File: src/rtl/sensor_phase_seq359.sv
// Command sequencer for the sensor phase controller: CPU FIFO, per-frame slot and optional
// line-paced phase sweep (SENSOR_PHASE_SEQ_SWEEP_EN) arbitrated onto a single wcmd/cmd port.
//
// state   | meaning
// S_IDLE  | no command in flight, arbitrate frame slot > CPU FIFO > sweep credit
// S_ISSUE | one-cycle wcmd strobe, granted request consumed
// S_WAIT  | waiting for dcm_done (first cycle ignored) or timeout
// S_GAP   | SKIP_CYCLES idle cycles before the next arbitration
module sensor_phase_seq359 #(
    parameter int SKIP_CYCLES = 3,
    parameter int TIMEOUT     = 1023,
    parameter int FIFO_LOG2   = 2
) (
    input  logic       cclk,
    input  logic       nrst,
    input  logic       cpu_wr,
    input  logic [5:0] cpu_cmd,
    input  logic       frame_end,
    input  logic [5:0] frame_cmd,
    input  logic       line_start,
    input  logic       sweep_start,
    input  logic       sweep_dir,
    input  logic [7:0] sweep_steps,
    input  logic       clr_status,
    input  logic       dcm_done,
    output logic       wcmd,
    output logic [5:0] cmd,
    output logic       busy,
    output logic       sweep_active,
    output logic       sweep_done,
    output logic       cpu_ovf,
    output logic       err_timeout
);
    localparam int DEPTH = 1 << FIFO_LOG2;
    localparam int PW    = FIFO_LOG2;
    localparam int CW    = FIFO_LOG2 + 1;
    localparam int TW    = (TIMEOUT > 1) ? $clog2(TIMEOUT + 1) : 1;
    localparam int SW    = (SKIP_CYCLES > 1) ? $clog2(SKIP_CYCLES + 1) : 1;

    typedef enum logic [1:0] {S_IDLE, S_ISSUE, S_WAIT, S_GAP} state_t;
    typedef enum logic [1:0] {G_FRAME, G_CPU, G_SWEEP} grant_t;

    state_t          state_q, state_d;
    grant_t          grant_q, grant_d;
    logic [TW-1:0]   wait_cnt_q, wait_cnt_d;
    logic            first_q, first_d;
    logic [SW-1:0]   gap_cnt_q, gap_cnt_d;
    logic            slot_pend_q, slot_pend_d;
    logic [5:0]      slot_cmd_q, slot_cmd_d;
    logic [PW-1:0]   wr_ptr_q, wr_ptr_d, rd_ptr_q, rd_ptr_d;
    logic [CW-1:0]   count_q, count_d;
    logic            ovf_q, ovf_d, tmo_q, tmo_d;
    logic [5:0]      mem_q [DEPTH];

    logic            push, pop, take_frame, take_sweep, end_wait, gap_end, tmo_set, full;
    logic            sweep_req;
    logic [5:0]      sweep_code;

    always_comb begin
        state_d     = state_q;
        grant_d     = grant_q;
        wait_cnt_d  = wait_cnt_q;
        first_d     = first_q;
        gap_cnt_d   = gap_cnt_q;
        slot_pend_d = slot_pend_q;
        slot_cmd_d  = slot_cmd_q;
        wr_ptr_d    = wr_ptr_q;
        rd_ptr_d    = rd_ptr_q;
        count_d     = count_q;
        ovf_d       = ovf_q;
        tmo_d       = tmo_q;
        wcmd        = 1'b0;
        cmd         = 6'h00;
        pop         = 1'b0;
        push        = 1'b0;
        take_frame  = 1'b0;
        take_sweep  = 1'b0;
        end_wait    = 1'b0;
        gap_end     = 1'b0;
        tmo_set     = 1'b0;
        full        = (count_q == CW'(DEPTH));

        case (state_q)
            S_IDLE: begin
                if (slot_pend_q || (count_q != '0) || sweep_req) begin
                    state_d = S_ISSUE;
                    if (slot_pend_q)         grant_d = G_FRAME;
                    else if (count_q != '0)  grant_d = G_CPU;
                    else                     grant_d = G_SWEEP;
                end
            end
            S_ISSUE: begin
                wcmd = 1'b1;
                case (grant_q)
                    G_FRAME: begin cmd = slot_cmd_q;      take_frame = 1'b1; end
                    G_CPU:   begin cmd = mem_q[rd_ptr_q]; pop        = 1'b1; end
                    default: begin cmd = sweep_code;      take_sweep = 1'b1; end
                endcase
                state_d    = S_WAIT;
                wait_cnt_d = TW'(TIMEOUT - 1);
                first_d    = 1'b1;
            end
            S_WAIT: begin
                first_d = 1'b0;
                if (!first_q && dcm_done) begin
                    end_wait = 1'b1;
                end else if (wait_cnt_q == '0) begin
                    end_wait = 1'b1;
                    tmo_set  = 1'b1;
                end else begin
                    wait_cnt_d = wait_cnt_q - TW'(1);
                end
                if (end_wait) begin
                    if (SKIP_CYCLES == 0) begin
                        state_d = S_IDLE;
                        gap_end = 1'b1;
                    end else begin
                        state_d   = S_GAP;
                        gap_cnt_d = SW'(SKIP_CYCLES - 1);
                    end
                end
            end
            S_GAP: begin
                if (gap_cnt_q == '0) begin
                    state_d = S_IDLE;
                    gap_end = 1'b1;
                end else begin
                    gap_cnt_d = gap_cnt_q - SW'(1);
                end
            end
            default: state_d = S_IDLE;
        endcase

        // A new frame_end in the consume cycle re-arms the slot with the newer command.
        if (take_frame) slot_pend_d = 1'b0;
        if (frame_end) begin
            slot_pend_d = 1'b1;
            slot_cmd_d  = frame_cmd;
        end

        push = cpu_wr && (!full || pop);
        if (push) wr_ptr_d = wr_ptr_q + PW'(1);
        if (pop)  rd_ptr_d = rd_ptr_q + PW'(1);
        count_d = count_q + CW'(push) - CW'(pop);

        if (clr_status) begin
            ovf_d = 1'b0;
            tmo_d = 1'b0;
        end
        if (cpu_wr && !push) ovf_d = 1'b1;
        if (tmo_set)         tmo_d = 1'b1;
    end

    always_ff @(posedge cclk or negedge nrst) begin
        if (!nrst) begin
            state_q     <= S_IDLE;
            grant_q     <= G_FRAME;
            wait_cnt_q  <= '0;
            first_q     <= 1'b0;
            gap_cnt_q   <= '0;
            slot_pend_q <= 1'b0;
            slot_cmd_q  <= '0;
            wr_ptr_q    <= '0;
            rd_ptr_q    <= '0;
            count_q     <= '0;
            ovf_q       <= 1'b0;
            tmo_q       <= 1'b0;
        end else begin
            state_q     <= state_d;
            grant_q     <= grant_d;
            wait_cnt_q  <= wait_cnt_d;
            first_q     <= first_d;
            gap_cnt_q   <= gap_cnt_d;
            slot_pend_q <= slot_pend_d;
            slot_cmd_q  <= slot_cmd_d;
            wr_ptr_q    <= wr_ptr_d;
            rd_ptr_q    <= rd_ptr_d;
            count_q     <= count_d;
            ovf_q       <= ovf_d;
            tmo_q       <= tmo_d;
        end
    end

    // FIFO storage needs no reset; occupancy is tracked by count_q.
    always_ff @(posedge cclk) begin
        if (push) mem_q[wr_ptr_q] <= cpu_cmd;
    end

`ifdef SENSOR_PHASE_SEQ_SWEEP_EN
    logic       sw_active_q, sw_active_d, sw_dir_q, sw_dir_d;
    logic       credit_q, credit_d, sw_done_q, sw_done_d;
    logic [7:0] sw_rem_q, sw_rem_d;

    always_comb begin
        sw_active_d = sw_active_q;
        sw_dir_d    = sw_dir_q;
        credit_d    = credit_q;
        sw_rem_d    = sw_rem_q;
        sw_done_d   = 1'b0;
        if (take_sweep) begin
            credit_d = 1'b0;
            sw_rem_d = sw_rem_q - 8'd1;
        end
        if (line_start && sw_active_q && (sw_rem_d != 8'd0)) credit_d = 1'b1;
        if (gap_end && sw_active_q && (sw_rem_q == 8'd0)) begin
            sw_active_d = 1'b0;
            sw_done_d   = 1'b1;
            credit_d    = 1'b0;
        end
        if (sweep_start && !sw_active_q) begin
            if (sweep_steps == 8'd0) begin
                sw_done_d = 1'b1;
            end else begin
                sw_active_d = 1'b1;
                sw_dir_d    = sweep_dir;
                sw_rem_d    = sweep_steps;
            end
        end
    end

    always_ff @(posedge cclk or negedge nrst) begin
        if (!nrst) begin
            sw_active_q <= 1'b0;
            sw_dir_q    <= 1'b0;
            credit_q    <= 1'b0;
            sw_rem_q    <= '0;
            sw_done_q   <= 1'b0;
        end else begin
            sw_active_q <= sw_active_d;
            sw_dir_q    <= sw_dir_d;
            credit_q    <= credit_d;
            sw_rem_q    <= sw_rem_d;
            sw_done_q   <= sw_done_d;
        end
    end

    assign sweep_req    = credit_q && (sw_rem_q != 8'd0);
    assign sweep_code   = sw_dir_q ? 6'h02 : 6'h01;
    assign sweep_active = sw_active_q;
    assign sweep_done   = sw_done_q;
`else
    logic unused_sweep;
    assign unused_sweep = ^{sweep_start, sweep_dir, sweep_steps, line_start, take_sweep, gap_end};
    assign sweep_req    = 1'b0;
    assign sweep_code   = 6'h00;
    assign sweep_active = 1'b0;
    assign sweep_done   = 1'b0;
`endif

    assign busy        = (state_q != S_IDLE) || (count_q != '0) || slot_pend_q || sweep_req;
    assign cpu_ovf     = ovf_q;
    assign err_timeout = tmo_q;

endmodule

File: config.mk
export PLATFORM = sky130hd
export DESIGN_NAME = sensor_phase_seq359
export DESIGN_NICKNAME = d
export VERILOG_FILES = /design/src/rtl/sensor_phase_seq359.sv
export SDC_FILE = /design/constraint.sdc
export NUM_CORES = 1
export LEC_CHECK = 0
export BUFFER_PORTS_ARGS = -buffer_cell sky130_fd_sc_hd__buf_2
export CAP_MARGIN = 20
export CELL_PAD_IN_SITES_DETAIL_PLACEMENT = 1
export CELL_PAD_IN_SITES_GLOBAL_PLACEMENT = 2
export CORE_ASPECT_RATIO = 0.75
export CORE_UTILIZATION = 43
export CTS_BUF_LIST = sky130_fd_sc_hd__clkbuf_2
export DETAILED_ROUTE_END_ITERATION = 10
export PLACE_DENSITY = 0.83
export SYNTH_ARGS = -nofsm -noshare
export SYNTH_HDL_FRONTEND = slang
export SYNTH_SLANG_ARGS = --single-unit
File: constraint.sdc
create_clock -name cclk -period 6.85 [get_ports cclk]
set_input_delay 0.685 -clock cclk [delete_from_list [all_inputs] [get_ports cclk]]
set_output_delay 0.685 -clock cclk [all_outputs]
set_load 0.02 [all_outputs]
==> flow_summary.json <==
{
  "status": "completed",
  "count_of_nets_left_with_antenna_violations_after_detail_routing": 0,
  "internal_power_mw": 0.675,
  "slew_violations": 0,
  "power.combinational.fraction_pct": 36.4,
  "timing.critical_path.from_type": "flop",
  "antenna-diode-count": 0,
  "leakage_nw": 1.24,
  "ys_types": 48,
  "fmaxAchievable_mhz": 343,
  "globalplace.congestion": 0.746,
  "die_width_um": 93.8,
  "tightestPinTransition_ps": 779,
  "starting_density_pct": 45.7,
  "power.switching_fraction_pct": 40.2,
  "layout.cells.most_common": "sky130_fd_sc_hd__dfrtp_1",
  "clkSinkCount": 57,
  "critical_path.endpoint_type": "flop",
  "post-route-min-period_ps": 2920,
  "min_path_type": "in2async",
  "grt_util_all_layers_pct": 20.3,
  "postSynthAreaPerCell_um2": 12.6,
  "cts_resized": 0,
  "final.setup.worst_slack_ps": 3930,
  "fraction_of_synthesis_flops_using_an_asynchronous_set_or_reset_pin_pct": 57.9,
  "post_synth_inst_count": 216,
  "final_util_pct": 50.6,
  "postSynthRegisterBits": 57,
  "num_rows": 24,
  "detail_route.wirelength_mm": 5.72,
  "synth_edf_count": 24,
  "finalHoldViolCount": 0,
  "wire_per_inst_um": 17.4,
  "mappedNetlistArea_um2": 2720,
  "first_global_vias": 1905,
  "timing.critical_path.required_ps": 7270,
  "rsz0062_at_grt": "no",
  "startpoint": "state_q[1]",
  "vdd_drop_max_v": 0.000177,
  "sequential_element_share_of_the_synthesized_area_pct": 56.9,
  "detailedPlace.worstSlack_ps": 3920,
  "ys_warn_count": 0,
  "layout-drive-gt1-share_pct": 23.6,
  "die_y_um": 70.8,
  "period_share_pct": 42.6,
  "p_clk_share_pct": 16.9,
  "power-per-cell-area_nw_per_um2": 375,
  "final.setup.tns_ps": 0,
  "clkSlewWorstSetupHoldPaths_ps": 210,
  "ios": 41,
  "grt.overflow.total": 0,
  "clock_tree.root_cell": "sky130_fd_sc_hd__clkbuf_2",
  "grt_max_degree": 34,
  "core_region_area_um2": 5950,
  "synth_ff_type": "sky130_fd_sc_hd__dfrtp_1",
  "skew_ps": 28.4,
  "criticalPathCategory": "reg2reg",
  "drc_errors": 0,
  "drtPass1Iterations": 4,
  "wire_length_of_the_first_global_routing_pass_mm": 9.72,
  "crit_path_max_fanout": 8,
  "clk_path_buf_depth": 2,
  "max_cap_viol_count": 0,
  "worst_r2r_startpoint": "state_q[1]",
  "total_die_area_um2": 6640,
  "setup_viol": 0,
  "buffer_ports.inserted": 27,
  "route.detailed.vias_per_inst": 5.37,
  "hpwlAfterDp_mm": 4.13,
  "sequential_power_share_pct": 46.7,
  "layout.nets": 288,
  "worst_slew_margin_rel_pct": 48.1,
  "routed-via-count": 1761,
  "syn_to_final_growth_pct": 10.6,
  "htree_levels": 3,
  "tritoncts.num_buffers": 9,
  "antenna_found_initial": 0,
  "most-common-layout-cells": "sky130_fd_sc_hd__dfrtp_1 (33), sky130_fd_sc_hd__buf_2 (27), sky130_fd_sc_hd__edfxtp_1 (24)",
  "detailedRoute.firstIterationViolations": 102,
  "tritoncts": "yes",
  "cts.hold.buffers_added": 0,
  "timing.critical_path.arrival_ps": 3340,
  "worst_skew_pair.late_latency_ps": 520,
  "cts.repair_timing.setup_buffer_count": 0,
  "ff2ff_setup_slack_ps": 3930,
  "p_switching_mw": 0.454
}
==> per-layer routing <==
layer	global-route usage [%]	part of all wire [%]
met1	28.2	48
met3	6.45	5.2
met4	7.69	1.3
met2	29.8	45
met5	0	0
==> state kept, by name (all words and copies together), names as in the netlist <==
name and count:
gap_cnt_q 2, slot_cmd_q 6, count_q 3, rd_ptr_q 2
err_timeout 1, state_q 2, cpu_ovf 1, mem_q 24
slot_pend_q 1, grant_q 2, first_q 1, wr_ptr_q 2
wait_cnt_q 10
==> metrics by stage <==
stage / power, mW / area (µm²) / cells / hold slack, ps
2_1_floorplan: 0.824 / 2720 / 217 / 389
3_3_place_gp: 0.926 / 2910 / 312 / 478
3_5_place_dp: 0.948 / 2910 / 312 / 489
4_1_cts: 1.14 / 3010 / 328 / 217
5_1_grt: 1.22 / 3010 / 328 / 237
6_report: 1.13 / 3010 / 328 / 199
==> worst paths after layout <==
kind                                to  depth (start not counted)
setup / recovery            count_q[2]                         10
hold / removal              grant_q[0]                          1
setup reg to reg            count_q[2]                         10
hold reg to reg             grant_q[0]                          1
max in group asynchronous  rd_ptr_q[1]                          1
min in group cclk          err_timeout                          2
==> power groups by stage <==
| stage | registers [mW] | logic, mW | clock network, mW |
|---|---|---|---|
| detailed placement | 0.535 | 0.413 | 0 |
| CTS | 0.527 | 0.415 | 0.196 |
| finish | 0.527 | 0.410 | 0.191 |
| global route | 0.539 | 0.464 | 0.213 |
| floorplan | 0.487 | 0.337 | 0 |
| global placement | 0.527 | 0.399 | 0 |
==> cell families (layout without fill, tap and decap cells) <==
group                      after synthesis  count (layout)  synth area share (%)
and+or+nand+nor                         58              58                  11.5
muxes                                   21              21                  10.8
adders and majority gates               14              14                  6.72
other                                    1               2                 0.138
AOI/OAI and AO/OA                       30              30                  7.78
DFF                                     57              57                  56.9
xor gates and xnor gates                 5               5                  1.61
buffers and inverters                   30              63                  4.51
==> cells in the mapped netlist (3+ instances only) <==
cell,number,share of area [%]
sky130_fd_sc_hd__clkbuf_1,5,0.69
sky130_fd_sc_hd__dfrtp_1,33,30
sky130_fd_sc_hd__nor2_1,13,1.8
sky130_fd_sc_hd__edfxtp_1,24,27
sky130_fd_sc_hd__o22ai_1,3,0.69
sky130_fd_sc_hd__mux2_2,7,2.9
sky130_fd_sc_hd__and2_1,7,1.6
sky130_fd_sc_hd__nor4_1,5,1.2
sky130_fd_sc_hd__xnor2_1,4,1.3
sky130_fd_sc_hd__inv_1,20,2.8
sky130_fd_sc_hd__nand2_1,8,1.1
sky130_fd_sc_hd__ha_1,13,6.0
sky130_fd_sc_hd__a31oi_1,3,0.69
sky130_fd_sc_hd__mux4_2,6,5.0
sky130_fd_sc_hd__a21oi_1,4,0.74
sky130_fd_sc_hd__nand3_1,4,0.74
sky130_fd_sc_hd__and3_1,4,0.92
sky130_fd_sc_hd__nand2b_1,4,0.92
sky130_fd_sc_hd__mux2i_1,8,2.9
sky130_fd_sc_hd__o21ai_0,4,0.74
==> final cells by class <==
| type | instances | area (µm²) |
|---|---|---|
| Sequential cell | 57 | 1550 |
| Timing Repair Buffer | 27 | 135 |
| Tap cell | 78 | 97.6 |
| Multi-Input combinational cell | 130 | 1050 |
| Inverter | 20 | 75.1 |
| Clock inverter | 7 | 55.1 |
| Fill cell | 651 | 2940 |
| Clock buffer | 9 | 45.0 |
==> worst max-delay path, stage by stage, from the launching register on <==
cell	delay [ps]
sky130_fd_sc_hd__dfrtp_1	450
sky130_fd_sc_hd__inv_1	120
sky130_fd_sc_hd__ha_1	260
sky130_fd_sc_hd__nand3b_1	230
sky130_fd_sc_hd__a31oi_1	610
sky130_fd_sc_hd__inv_1	110
sky130_fd_sc_hd__ha_1	300
sky130_fd_sc_hd__inv_1	40
sky130_fd_sc_hd__ha_1	190
sky130_fd_sc_hd__fa_1	380
sky130_fd_sc_hd__xnor2_1	140
Power figures use the tool's default switching activity.
